<file path="src/rtl/ozdefs.sv">
`default_nettype none
// ============================================================================
// Module : ozdefs
// Brief  : Shared LTSSM state encoding, lane command set and helpers.
// Rev    : 1.0
// ============================================================================
package ozdefs;

    typedef enum logic [3:0] {
        DETECT_QUIET             = 4'd0,
        DETECT_ACTIVE            = 4'd1,
        POLLING_ACTIVE           = 4'd2,
        POLLING_ACTIVE_START_TS1 = 4'd3,
        POLLING_CONFIG           = 4'd4,
        CONFIG_LINKWIDTH_START   = 4'd5,
        L0                       = 4'd6,
        DISABLED                 = 4'd7
    } LTSSM_State;

    // Commands from the link arbiter that override a lane's own progression.
    typedef enum logic [1:0] {
        LANE_CMD_NONE    = 2'd0,
        LANE_CMD_L0      = 2'd1,
        LANE_CMD_DISABLE = 2'd2,
        LANE_CMD_QUIET   = 2'd3
    } lane_cmd_e;

    localparam int unsigned C_CNT_W = 16;

    function automatic logic [4:0] pow2_floor(input logic [4:0] n);
        if (n >= 5'd16)     return 5'd16;
        else if (n >= 5'd8) return 5'd8;
        else if (n >= 5'd4) return 5'd4;
        else if (n >= 5'd2) return 5'd2;
        else if (n >= 5'd1) return 5'd1;
        else                return 5'd0;
    endfunction

endpackage
`default_nettype wire

</file>
<file path="src/rtl/ltssm_lane.sv">
`default_nettype none
// ============================================================================
// Module : ltssm_lane
// Brief  : Per-lane LTSSM: receiver detect, polling with TS counting, and
//          hand-off to the link arbiter in CONFIG_LINKWIDTH_START.
// Rev    : 1.0
// ============================================================================
module ltssm_lane
    import ozdefs::*;
#(
    parameter int TS1_REQ      = 16,
    parameter int TS2_REQ      = 16,
    parameter int RX_WAIT      = 4,
    parameter int POLL_TIMEOUT = 1024
) (
    input  logic       clk,
    input  logic       reset,
    input  logic       txdetectrx,
    input  logic [1:0] powerdown,
    input  logic       txelecidle,
    input  logic       ts1_seen,
    input  logic       ts2_seen,
    input  lane_cmd_e  cmd,
    output logic       phystatus,
    output logic [2:0] rxstatus,
    output logic       rxelecidle,
    output LTSSM_State lane_state
);

    LTSSM_State         r_state_q,      w_state_d;
    logic [C_CNT_W-1:0] r_ts1_cnt_q,    w_ts1_cnt_d;
    logic [C_CNT_W-1:0] r_ts2_cnt_q,    w_ts2_cnt_d;
    logic [C_CNT_W-1:0] r_tmo_cnt_q,    w_tmo_cnt_d;
    logic [C_CNT_W-1:0] r_dwell_cnt_q,  w_dwell_cnt_d;
    logic               r_phystatus_q,  w_phystatus_d;
    logic [2:0]         r_rxstatus_q,   w_rxstatus_d;
    logic               r_rxelecidle_q, w_rxelecidle_d;
    logic               w_exit;
    logic [C_CNT_W-1:0] w_tmo_inc;

    always_comb begin
        w_state_d      = r_state_q;
        w_ts1_cnt_d    = r_ts1_cnt_q;
        w_ts2_cnt_d    = r_ts2_cnt_q;
        w_tmo_cnt_d    = r_tmo_cnt_q;
        w_dwell_cnt_d  = r_dwell_cnt_q;
        w_phystatus_d  = r_phystatus_q;
        w_rxstatus_d   = r_rxstatus_q;
        w_rxelecidle_d = r_rxelecidle_q;
        w_exit         = 1'b0;
        w_tmo_inc      = r_tmo_cnt_q + 16'd1;

        case (r_state_q)
            DETECT_QUIET: begin
                if (txdetectrx) begin
                    w_state_d     = DETECT_ACTIVE;
                    w_phystatus_d = 1'b1;
                    w_rxstatus_d  = 3'd3;
                end else begin
                    w_phystatus_d = 1'b0;
                    w_rxstatus_d  = 3'd0;
                end
            end
            DETECT_ACTIVE: begin
                if (powerdown == 2'b00) begin
                    w_state_d     = POLLING_ACTIVE;
                    w_phystatus_d = 1'b1;
                    w_rxstatus_d  = 3'd0;
                    w_dwell_cnt_d = '0;
                end else begin
                    w_phystatus_d = 1'b0;
                    w_rxstatus_d  = 3'd0;
                end
            end
            POLLING_ACTIVE: begin
                w_rxelecidle_d = 1'b0;
                w_phystatus_d  = 1'b0;
                w_ts1_cnt_d    = '0;
                w_ts2_cnt_d    = '0;
                w_tmo_cnt_d    = '0;
                if (r_dwell_cnt_q == 16'(RX_WAIT)) begin
                    w_state_d     = POLLING_ACTIVE_START_TS1;
                    w_dwell_cnt_d = '0;
                end else begin
                    w_dwell_cnt_d = r_dwell_cnt_q + 16'd1;
                end
            end
            POLLING_ACTIVE_START_TS1, POLLING_CONFIG: begin
                if (ts1_seen && (r_ts1_cnt_q != 16'hFFFF)) w_ts1_cnt_d = r_ts1_cnt_q + 16'd1;
                if (ts2_seen && (r_ts2_cnt_q != 16'hFFFF)) w_ts2_cnt_d = r_ts2_cnt_q + 16'd1;
                w_exit = (r_state_q == POLLING_ACTIVE_START_TS1) ? (r_ts1_cnt_q >= 16'(TS1_REQ))
                                                                 : (r_ts2_cnt_q >= 16'(TS2_REQ));
                // A qualifying exit beats a timeout that lands on the same cycle.
                if (w_exit && !txelecidle) begin
                    w_state_d   = (r_state_q == POLLING_ACTIVE_START_TS1) ? POLLING_CONFIG
                                                                          : CONFIG_LINKWIDTH_START;
                    w_tmo_cnt_d = '0;
                end else if (w_tmo_inc == 16'(POLL_TIMEOUT)) begin
                    w_state_d      = DETECT_QUIET;
                    w_rxelecidle_d = 1'b1;
                    w_tmo_cnt_d    = '0;
                    w_ts1_cnt_d    = '0;
                    w_ts2_cnt_d    = '0;
                end else begin
                    w_tmo_cnt_d = w_tmo_inc;
                end
            end
            DISABLED: begin
                w_rxelecidle_d = 1'b1;
                w_phystatus_d  = 1'b0;
                w_rxstatus_d   = 3'd0;
            end
            default: ;
        endcase

        case (cmd)
            LANE_CMD_L0: begin
                w_state_d = L0;
            end
            LANE_CMD_DISABLE: begin
                w_state_d      = DISABLED;
                w_rxelecidle_d = 1'b1;
                w_phystatus_d  = 1'b0;
                w_rxstatus_d   = 3'd0;
            end
            LANE_CMD_QUIET: begin
                w_state_d      = DETECT_QUIET;
                w_rxelecidle_d = 1'b1;
                w_phystatus_d  = 1'b0;
                w_rxstatus_d   = 3'd0;
                w_ts1_cnt_d    = '0;
                w_ts2_cnt_d    = '0;
                w_tmo_cnt_d    = '0;
                w_dwell_cnt_d  = '0;
            end
            default: ;
        endcase
    end

    always_ff @(posedge clk) begin
        if (reset) begin
            r_state_q      <= DETECT_QUIET;
            r_ts1_cnt_q    <= '0;
            r_ts2_cnt_q    <= '0;
            r_tmo_cnt_q    <= '0;
            r_dwell_cnt_q  <= '0;
            r_phystatus_q  <= 1'b0;
            r_rxstatus_q   <= 3'd0;
            r_rxelecidle_q <= 1'b1;
        end else begin
            r_state_q      <= w_state_d;
            r_ts1_cnt_q    <= w_ts1_cnt_d;
            r_ts2_cnt_q    <= w_ts2_cnt_d;
            r_tmo_cnt_q    <= w_tmo_cnt_d;
            r_dwell_cnt_q  <= w_dwell_cnt_d;
            r_phystatus_q  <= w_phystatus_d;
            r_rxstatus_q   <= w_rxstatus_d;
            r_rxelecidle_q <= w_rxelecidle_d;
        end
    end

    assign phystatus  = r_phystatus_q;
    assign rxstatus   = r_rxstatus_q;
    assign rxelecidle = r_rxelecidle_q;
    assign lane_state = r_state_q;

endmodule
`default_nettype wire

</file>
<file path="src/rtl/ltssm_ctrl.sv">
`default_nettype none
// ============================================================================
// Module : ltssm_ctrl
// Brief  : NLANES per-lane LTSSMs plus link-width arbitration and link status.
// Rev    : 1.0
// ============================================================================
module ltssm_ctrl
    import ozdefs::*;
#(
    parameter int NLANES       = 16,
    parameter int TS1_REQ      = 16,
    parameter int TS2_REQ      = 16,
    parameter int RX_WAIT      = 4,
    parameter int POLL_TIMEOUT = 1024,
    parameter int CFG_WAIT     = 8
) (
    input  logic                  clk,
    input  logic                  reset,
    input  logic [NLANES-1:0]     txdetectrx,
    input  logic [2*NLANES-1:0]   powerdown,
    input  logic [NLANES-1:0]     txelecidle,
    input  logic [NLANES-1:0]     ts1_seen,
    input  logic [NLANES-1:0]     ts2_seen,
    output logic [NLANES-1:0]     phystatus,
    output logic [3*NLANES-1:0]   rxstatus,
    output logic [NLANES-1:0]     rxelecidle,
    output logic [4*NLANES-1:0]   lane_state,
    output logic [NLANES-1:0]     lane_active,
    output logic                  link_up,
    output logic [4:0]            link_width
);

    LTSSM_State         w_lane_state [NLANES];
    lane_cmd_e          w_cmd        [NLANES];
    logic               w_any_cls;
    logic               w_run_open;
    logic               w_decide;
    logic               w_link_down;
    logic [4:0]         w_run;
    logic [4:0]         w_width;
    logic [C_CNT_W-1:0] w_elapsed;

    logic               r_cfg_run_q,     w_cfg_run_d;
    logic [C_CNT_W-1:0] r_cfg_cnt_q,     w_cfg_cnt_d;
    logic               r_link_up_q,     w_link_up_d;
    logic [4:0]         r_link_width_q,  w_link_width_d;
    logic [NLANES-1:0]  r_lane_active_q, w_lane_active_d;

    generate
        for (genvar gi = 0; gi < NLANES; gi++) begin : g_lane
            ltssm_lane #(
                .TS1_REQ      (TS1_REQ),
                .TS2_REQ      (TS2_REQ),
                .RX_WAIT      (RX_WAIT),
                .POLL_TIMEOUT (POLL_TIMEOUT)
            ) u_lane (
                .clk        (clk),
                .reset      (reset),
                .txdetectrx (txdetectrx[gi]),
                .powerdown  (powerdown[2*gi +: 2]),
                .txelecidle (txelecidle[gi]),
                .ts1_seen   (ts1_seen[gi]),
                .ts2_seen   (ts2_seen[gi]),
                .cmd        (w_cmd[gi]),
                .phystatus  (phystatus[gi]),
                .rxstatus   (rxstatus[3*gi +: 3]),
                .rxelecidle (rxelecidle[gi]),
                .lane_state (w_lane_state[gi])
            );
            assign lane_state[4*gi +: 4] = w_lane_state[gi];
        end
    endgenerate

    // Width is the contiguous run of waiting lanes from lane 0, rounded down to a power of two.
    always_comb begin
        w_any_cls  = 1'b0;
        w_run_open = 1'b1;
        w_run      = 5'd0;
        for (int i = 0; i < NLANES; i++) begin
            if (w_lane_state[i] == CONFIG_LINKWIDTH_START) w_any_cls = 1'b1;
            if (w_run_open && (w_lane_state[i] == CONFIG_LINKWIDTH_START)) w_run = w_run + 5'd1;
            else                                                           w_run_open = 1'b0;
        end
        w_width     = pow2_floor(w_run);
        w_elapsed   = r_cfg_run_q ? r_cfg_cnt_q : '0;
        w_decide    = w_any_cls && (w_elapsed == 16'(CFG_WAIT - 1));
        w_link_down = r_link_up_q && txelecidle[0];
    end

    always_comb begin
        w_cfg_run_d     = r_cfg_run_q;
        w_cfg_cnt_d     = r_cfg_cnt_q;
        w_link_up_d     = r_link_up_q;
        w_link_width_d  = r_link_width_q;
        w_lane_active_d = r_lane_active_q;
        for (int i = 0; i < NLANES; i++) w_cmd[i] = LANE_CMD_NONE;

        if (w_link_down) begin
            w_link_up_d     = 1'b0;
            w_link_width_d  = 5'd0;
            w_lane_active_d = '0;
            w_cfg_run_d     = 1'b0;
            w_cfg_cnt_d     = '0;
            for (int i = 0; i < NLANES; i++) w_cmd[i] = LANE_CMD_QUIET;
        end else if (w_decide) begin
            w_cfg_run_d = 1'b0;
            w_cfg_cnt_d = '0;
            if (w_lane_state[0] == CONFIG_LINKWIDTH_START) begin
                w_link_up_d    = 1'b1;
                w_link_width_d = w_width;
                for (int i = 0; i < NLANES; i++) begin
                    w_lane_active_d[i] = (5'(i) < w_width);
                    w_cmd[i]           = (5'(i) < w_width) ? LANE_CMD_L0 : LANE_CMD_DISABLE;
                end
            end else begin
                for (int i = 0; i < NLANES; i++) w_cmd[i] = LANE_CMD_QUIET;
            end
        end else if (w_any_cls) begin
            w_cfg_run_d = 1'b1;
            w_cfg_cnt_d = r_cfg_cnt_q + 16'd1;
        end
    end

    always_ff @(posedge clk) begin
        if (reset) begin
            r_cfg_run_q     <= 1'b0;
            r_cfg_cnt_q     <= '0;
            r_link_up_q     <= 1'b0;
            r_link_width_q  <= 5'd0;
            r_lane_active_q <= '0;
        end else begin
            r_cfg_run_q     <= w_cfg_run_d;
            r_cfg_cnt_q     <= w_cfg_cnt_d;
            r_link_up_q     <= w_link_up_d;
            r_link_width_q  <= w_link_width_d;
            r_lane_active_q <= w_lane_active_d;
        end
    end

    assign link_up     = r_link_up_q;
    assign link_width  = r_link_width_q;
    assign lane_active = r_lane_active_q;

endmodule
`default_nettype wire

</file>
<file path="config.mk">
export PLATFORM = sky130hd
export DESIGN_NAME = ltssm_ctrl
export DESIGN_NICKNAME = d
export VERILOG_FILES = /design/src/rtl/ozdefs.sv /design/src/rtl/ltssm_lane.sv /design/src/rtl/ltssm_ctrl.sv
export SDC_FILE = /design/constraint.sdc
export NUM_CORES = 2
export LEC_CHECK = 0
export CAP_MARGIN = 5
export CORE_MARGIN = 2
export CORE_UTILIZATION = 45
export DETAILED_ROUTE_END_ITERATION = 10
export GPL_TIMING_DRIVEN = 0
export PLACE_DENSITY_LB_ADDON = 0.3
export SLEW_MARGIN = 5
export SYNTH_ARGS = -nofsm -noshare
export SYNTH_HDL_FRONTEND = slang
export SYNTH_SLANG_ARGS = --single-unit
</file>
<file path="constraint.sdc">
create_clock -name clk -period 7.7 [get_ports clk]
set_clock_uncertainty 0.1 [all_clocks]
set_input_delay 1.155 -clock clk [delete_from_list [all_inputs] [get_ports clk]]
set_output_delay 1.155 -clock clk [all_outputs]
set_load 0.03 [all_outputs]
</file>
Word-level counts from Yosys, hierarchy flattened

Index checks and enable logic that the tools add are counted.

Add/subtract/negate cells: 80
Magnitude comparators: 53
Equal/unequal tests: 321
Muxes and demuxes: 567
Reduce and logical (&&, ||, !) cells: 340

Operators with widths:

| kind                    | count |
|---|---|
| $mux W16                | 161 |
| $pmux W16 S2            | 64 |
| $add A16 B1 Y16 const B | 65 |
| $ge A16 B5 Y1 const B   | 32 |
| $ne A16 B16 Y1 const B  | 32 |
| $mux W4                 | 81 |
| $eq A16 B3 Y1 const B   | 17 |
| $eq A16 B11 Y1 const B  | 16 |
| $pmux W4 S4             | 16 |
| $eq A4 B3 Y1 const B    | 48 |
| $pmux W4 S3             | 16 |
| $ne A5 B1 Y1 const B    | 32 |
| $reduce_or A2 Y1        | 65 |
| $eq A4 B2 Y1 const B    | 32 |
| $mux W1                 | 128 |
| $reduce_bool A7 Y1      | 16 |
| $mux W32                | 3 |
| $ne A6 B1 Y1 const B    | 16 |
| $pmux W1 S3             | 32 |
| $pmux W3 S2             | 16 |
| $reduce_bool A2 Y1      | 48 |
| $reduce_bool A3 Y1      | 32 |
| $mux W5                 | 16 |
| $ne A5 B2 Y1 const B    | 16 |
| other kinds (25)        | 361 |

Bits in registers: 1,207
Bits of input ports: 98
Output and inout bits: 166
Word-level logic and storage cells: 1,494

Logic depth before layout (Yosys ltp)

Depth in word-level cells: 46
Gate-level depth with buffers: 49
Depth with buffers taken out: 45

Cells and area by module

Synthesis repeated with hierarchy kept, for this count alone.

Cell total of the unflattened synthesis: 8,393
Area, all modules: 67,021.8 um2

Modules (own cells, without submodules):

| module                            | times used | cells an instance | area an instance (um2) | sequential area each (um2) |
|---|---|---|---|---|
| ltssm_lane (g_lane[0].u_lane ...) | 15         | 491               | 3,938.8                | 1,401.3 |
| ltssm_lane (g_lane[8].u_lane)     | 1          | 508               | 4,030.1                | 1,401.3 |
| ltssm_ctrl                        | 1          | 520               | 3,910.0                | 660.6 |

Worst setup path before layout

Ideal clock, no wire load.

Path type: reg2reg
Start point: register g_lane[1].u_lane.r_state_q[0]
End point: register g_lane[6].u_lane.r_ts1_cnt_q[10]
Setup time: 0.128 ns
Arrival time: 8.611 ns
Required time: 7.472 ns
Slack: -1.138 ns
Cell stages (with the launch flop): 47
Buffers on the path: 6
Clock period less this slack: 8.838 ns
Path through: dfxtp_1 buf_2 and3b_1 nand2_1 inv_1 ha_1 o21a_1 ha_1 nand2_1 a311oi_1 o31ai_1 ha_1 mux2_2 nor2_1 a21oi_1 ha_1 nand4b_1 nor2_1 [... 11 more ...] nand2_1 nor2_1 a21oi_1 or3_1 o311a_1 xnor3_1 and2_1 buf_2 o21a_1 buf_2 o21ai_1 ha_1 or2_2 clkbuf_1 a21o_1 clkbuf_1 clkbuf_1 nor2_1

Word-level cells in the longest chain between the ends: 44
Elaborated cells between the ends (all ways): 92
Classes of those cells: 14 x add/sub; 6 x order compare; 2 x eq/ne; 53 x mux; 17 x reduce/logical

Ends and longest elaborated chain:

| item                                                        | RTL line                           | source |
|---|---|---|
| from (decl)                                                 | ltssm_lane.sv:30                   | `LTSSM_State r_state_q, w_state_d;` |
| from (signal assigned)                                      | ltssm_lane.sv:151                  | `r_state_q <= w_state_d;` |
| $eq A4 B3 Y1 *                                              | ltssm_ctrl.sv:80, ltssm_ctrl.sv:81 |  |
| $logic_and A1 B1 Y1                                         | ltssm_ctrl.sv:81                   | `if (w_run_open && (w_lane_state[i] == CONFIG_LINKWIDTH_START)) w_run = w_run + 5'd1;` |
| $mux W5 / $mux W1 (equally long branches)                   | ltssm_ctrl.sv:81                   |  |
| $add A5 B1 Y5 / $logic_and A1 B1 Y1 (equally long branches) | ltssm_ctrl.sv:81                   |  |
| $mux W5 / $mux W1 (equally long branches)                   | ltssm_ctrl.sv:81                   |  |
| $add A5 B1 Y5 / $logic_and A1 B1 Y1 (equally long branches) | ltssm_ctrl.sv:81                   |  |
| $mux W5 / $mux W1 (equally long branches)                   | ltssm_ctrl.sv:81                   |  |
| $add A5 B1 Y5 / $logic_and A1 B1 Y1 (equally long branches) | ltssm_ctrl.sv:81                   |  |
| [... 28 more ...]                                           | -                                  |  |
| $mux W5                                                     | ozdefs.sv:31                       | `if (n >= 5'd16) return 5'd16;` |
| $lt A3 B5 Y1                                                | ltssm_ctrl.sv:113                  | `w_cmd[i] = (5'(i) < w_width) ? LANE_CMD_L0 : LANE_CMD_DISABLE;` |
| $mux W2                                                     | ltssm_ctrl.sv:113                  |  |
| $mux W32                                                    | ltssm_ctrl.sv:108                  | `if (w_lane_state[0] == CONFIG_LINKWIDTH_START) begin` |
| $mux W32 *                                                  | ltssm_ctrl.sv:105                  | `end else if (w_decide) begin` |
| $mux W32 *                                                  | ltssm_ctrl.sv:98                   | `if (w_link_down) begin` |
| $eq A2 B2 Y1 *                                              | ltssm_lane.sv:116                  | `case (cmd)` |
| $reduce_or A2 Y1 (no source line) *                         | -                                  |  |
| to (signal assigned)                                        | ltssm_lane.sv:152                  | `r_ts1_cnt_q <= w_ts1_cnt_d;` |
| to (decl)                                                   | ltssm_lane.sv:31                   | `logic [C_CNT_W-1:0] r_ts1_cnt_q, w_ts1_cnt_d;` |

Every way passes the cells marked *; elsewhere a longest branch is shown, timed or not.
A chain may end at the register's enable or synchronous reset.

Worst setup path in the final report

Start point: register g_lane[2].u_lane.r_state_q[1]
End point: register g_lane[5].u_lane.r_state_q[2]

Word-level cells in the longest chain between the ends: 43
Elaborated cells between the ends (all ways): 95
Classes of those cells: 13 x add/sub; 6 x order compare; 8 x eq/ne; 51 x mux; 17 x reduce/logical

Ends and longest elaborated chain:

| item                                                        | RTL line |
|---|---|
| from (decl)                                                 | ltssm_lane.sv:30 |
| from (signal assigned)                                      | ltssm_lane.sv:151 |
| $eq A4 B3 Y1 *                                              | ltssm_ctrl.sv:80, ltssm_ctrl.sv:81 |
| $logic_and A1 B1 Y1                                         | ltssm_ctrl.sv:81 |
| $mux W5 / $mux W1 (equally long branches)                   | ltssm_ctrl.sv:81 |
| $add A5 B1 Y5 / $logic_and A1 B1 Y1 (equally long branches) | ltssm_ctrl.sv:81 |
| $mux W5 / $mux W1 (equally long branches)                   | ltssm_ctrl.sv:81 |
| $add A5 B1 Y5 / $logic_and A1 B1 Y1 (equally long branches) | ltssm_ctrl.sv:81 |
| $mux W5 / $mux W1 (equally long branches)                   | ltssm_ctrl.sv:81 |
| $add A5 B1 Y5 / $logic_and A1 B1 Y1 (equally long branches) | ltssm_ctrl.sv:81 |
| [... 27 more ...]                                           | - |
| $lt A3 B5 Y1                                                | ltssm_ctrl.sv:113 |
| $mux W2                                                     | ltssm_ctrl.sv:113 |
| $mux W32                                                    | ltssm_ctrl.sv:108 |
| $mux W32 *                                                  | ltssm_ctrl.sv:105 |
| $mux W32 *                                                  | ltssm_ctrl.sv:98 |
| $eq A2 B1 Y1 / $eq A2 B2 Y1 (equally long branches)         | ltssm_lane.sv:116 |
| $ne A6 B1 Y1 (no source line), or another cell as far along | - |
| $reduce_and A5 Y1 (no source line)                          | - |
| to (signal assigned)                                        | ltssm_lane.sv:151 |
| to (decl)                                                   | ltssm_lane.sv:30 |

Marked as above.

==> flow_summary.yaml <==
status:
  status: "finished with violations"
  violations: "setup timing"
synthesis:
  netlist_area_um2: 63100
  ys.flop_type: "dfxtp_1"
  synth-edff-count: 0
  yosysMostFrequentCell: "nor2_1"
  synthCells: 8322
  synth_cell_type_count: 92
  synth_area_leaders: "dfxtp_1, nor2_1, a21oi_1, o21ai_0, xor2_1"
  ys_seq_area_frac: 0.366
  ys_seq_elements: 1153
  synth.top_cells.by_count: "nor2_1, dfxtp_1, nand2_1"
  synth_top_area_frac: 0.366
  synth_area_per_cell_um2: 7.59
  yosysTopAreaCell: "dfxtp_1"
  ys_warn_count: 0
  synthArstFlopShare: 0
setup_path:
  worstPathMaxFanout: 7
  required_ns: 8.21
  crit_type: "reg -> reg"
  arrival_ns: 9.13
  worst_path_largest_cell_delay_ns: 0.40
  cpMaxStageDelayCell: "or3_4"
  path_common_cell: "a21oi_2"
  critPathTopFamily: "compound AO/OA/AOI/OAI gates"
  crit_buf_inv: 4
  start_kind: "flop"
  cp-end-kind: "flop"
sta:
  worst_pin_slew_ns: 1.38
  rsz0062_at_grt: "yes"
  max_freq_mhz: 116
  final-setup-viol-count: 1120
  hold_violations: 0
  post-route-period-util: 1.12
  max_slew_margin: 0.0760
  whs_ns: 0.356
  period_minus_slack_ns: 8.63
  finalMaxSlewViolations: 0
  setup_ws_ns: -0.927
grt:
  grt_pass1_vias: 56400
  gr-total-overflow: 0
  grt_usage: 0.237
  grt_pass1_wl_um: 285000
  grt_max_degree: 17
  antenna_found_initial: 11
clock_tree:
  clk_path_buf_depth: 3
  cts_root_buf: "clkbuf_16"
  cts.sinks: 1153
  ctsHtreeMaxLevel: 4
  hold_buffers: 0
  clkTransAtPathRegs_ns: 0.06
  cts_tree: "built"
  clk_latency_ns: 0.80
  cts_buffers: 137
pwr:
  p_int_mw: 12.5
  pwr-share-comb: 0.320
  max-vdd-ir-drop_mv: 0.175
  power_frac_seq: 0.340
  p_leak_nw: 27.6
  swShare: 0.360
  clockPowerShare: 0.340
  p_sw_mw: 7.02
  power_density_nw_per_um2: 249
floorplan:
  core_um2: 139000
  die_x_um: 379
  io_pins: 264
  row_count: 137
  fp.dieH_um: 379
  die_area_um2: 143000
  start_util: 0.453
place:
  dp_hpwl_um: 124000
  place.gp.congestion: 0.918
  port_buffers: 231
  place_ws_ns: -2.16
cells_and_area:
  nets: 9143
  fin_util: 0.562
  area_growth_pct: 24.2
  drive_gt1_frac: 0.125
routing:
  first_pass_iters: 5
  avgViaCountPerCell: 5.74
  drc: 0
  drt_iter0_drc: 4915
  routed_wirelength_um: 181000
  ant_nets: 0
  vias: 62400
  wl_per_cell_um: 16.7
hold_path:
  hp-class: "reg -> reg"
job:
  maxCapViolations: 0
==> area by class of cell <==
cell class	count	area [um^2]
flip-flops and latches	1153	23100
clock buffers	210	4200
diodes	11	27.5
fillers	12500	61000
plain buffers	437	3210
multi-input cells	6520	39900
repair buffers	400	4290
clock inverters	38	443
inverters	226	873
well taps	1876	2350
==> path summary, 6_finish.rpt <==
| path | start | slack [ns] | cells after the start | to |
|---|---|---|---|---|
| worst min-delay path | lane_active[14] | 0.36 | 2 | lane_active[14] |
| worst max-delay path | g_lane[2].u_lane.lane_state[1] | -0.93 | 42 | g_lane[5].u_lane.lane_state[2] |
| worst min register to register | lane_active[14] | 0.36 | 2 | lane_active[14] |
| worst max register to register | g_lane[2].u_lane.lane_state[1] | -0.93 | 42 | g_lane[5].u_lane.lane_state[2] |
==> cells by family after synthesis <==
family / share of synthesized area
XOR/XNOR: 0.0674
AO/OA/AOI/OAI: 0.173
other: 0.0000594
AND/OR/NAND/NOR: 0.308
multiplexers: 0.00603
adder cells (fa/ha/maj): 0.0340
flip-flops: 0.366
buffers and inverters: 0.0459
==> metrics by stage <==
stage          instances  power (mW)  setup TNS (ns)  area [um^2]
2_1_floorplan       8353        10.5          -31.04        64400
3_5_place_dp       10500        12.2        -1810.72        69100
5_1_grt            10900        20.5        -1007.71        78400
3_3_place_gp       10500        12.1        -1647.50        69100
6_report           10900        19.5         -678.95        78400
4_1_cts            10800        19.0         -559.70        75800
==> layer usage <==
layer,routed length [um],vias up,GRT usage
li1,-,30700,-
met1,79800,29600,0.314
met2,83800,1768,0.386
met3,11100,350,0.0382
met4,6300,4,0.0928
met5,27,-,0
==> power by group through the flow <==
stage / Sequential [mW] / Clock, mW / Combinational [mW]
4_1_cts: 6.62 / 6.76 / 5.67
3_3_place_gp: 6.73 / 0 / 5.32
6_report: 6.63 / 6.62 / 6.24
3_5_place_dp: 6.74 / 0 / 5.43
2_1_floorplan: 6.83 / 0 / 3.66
5_1_grt: 6.66 / 7.00 / 6.79
==> cell usage in the layout, fill, tap and decap left out, drive strengths merged, types with 55 or more instances in the layout <==
cell / netlist / routed
a311oi: 77 / 77
nand2: 655 / 655
a22oi: 88 / 88
nand4: 172 / 172
a31oi: 141 / 141
and3: 285 / 285
a21oi: 649 / 649
clkdlybuf4s50: 0 / 231
or3: 111 / 111
dfxtp: 1153 / 1153
inv: 223 / 227
nand3b: 56 / 56
nor2b: 76 / 76
xor2: 323 / 323
buf: 100 / 265
nor2: 1400 / 1400
nor3b: 105 / 105
o21ai: 618 / 618
a211oi: 55 / 55
nor4: 209 / 209
clkbuf: 355 / 551
xnor2: 150 / 150
ha: 170 / 170
nor3: 193 / 193
nand3: 374 / 374
==> worst register-to-register path, delay by kind of cell (launching register included) <==
| family | cells | cell delay (ns) |
|---|---|---|
| xor+xnor | 1 | 0.28 |
| simple gates | 12 | 2.02 |
| flops | 1 | 0.35 |
| buf+inv | 4 | 0.53 |
| fa+ha+maj | 8 | 2.13 |
| mux | 2 | 0.64 |
| compound gates | 15 | 2.42 |
==> sequential cells by signal, indices dropped and copies added (netlist names) <==
name and count:
g_lane.u_lane.lane_state 48, g_lane.u_lane.r_dwell_cnt_q 256, g_lane.u_lane.r_ts2_cnt_q 256, g_lane.u_lane.r_ts1_cnt_q 256, lane_active 10, r_cfg_run_q 1, g_lane.u_lane.phystatus 16, g_lane.u_lane.rxelecidle 16
link_up 1, link_width 5, r_cfg_cnt_q 16, g_lane.u_lane.rxstatus 16, g_lane.u_lane.r_tmo_cnt_q 256
==> timing repair <==
item | in CTS | in global routing
setup buffers | 81 | 47
endpoints found under the setup margin | 1135 | 1129
resized for setup | 258 | 515
cloned | 19 | 22
pin swaps | 84 | 144
(Power assumes the default switching activity.)
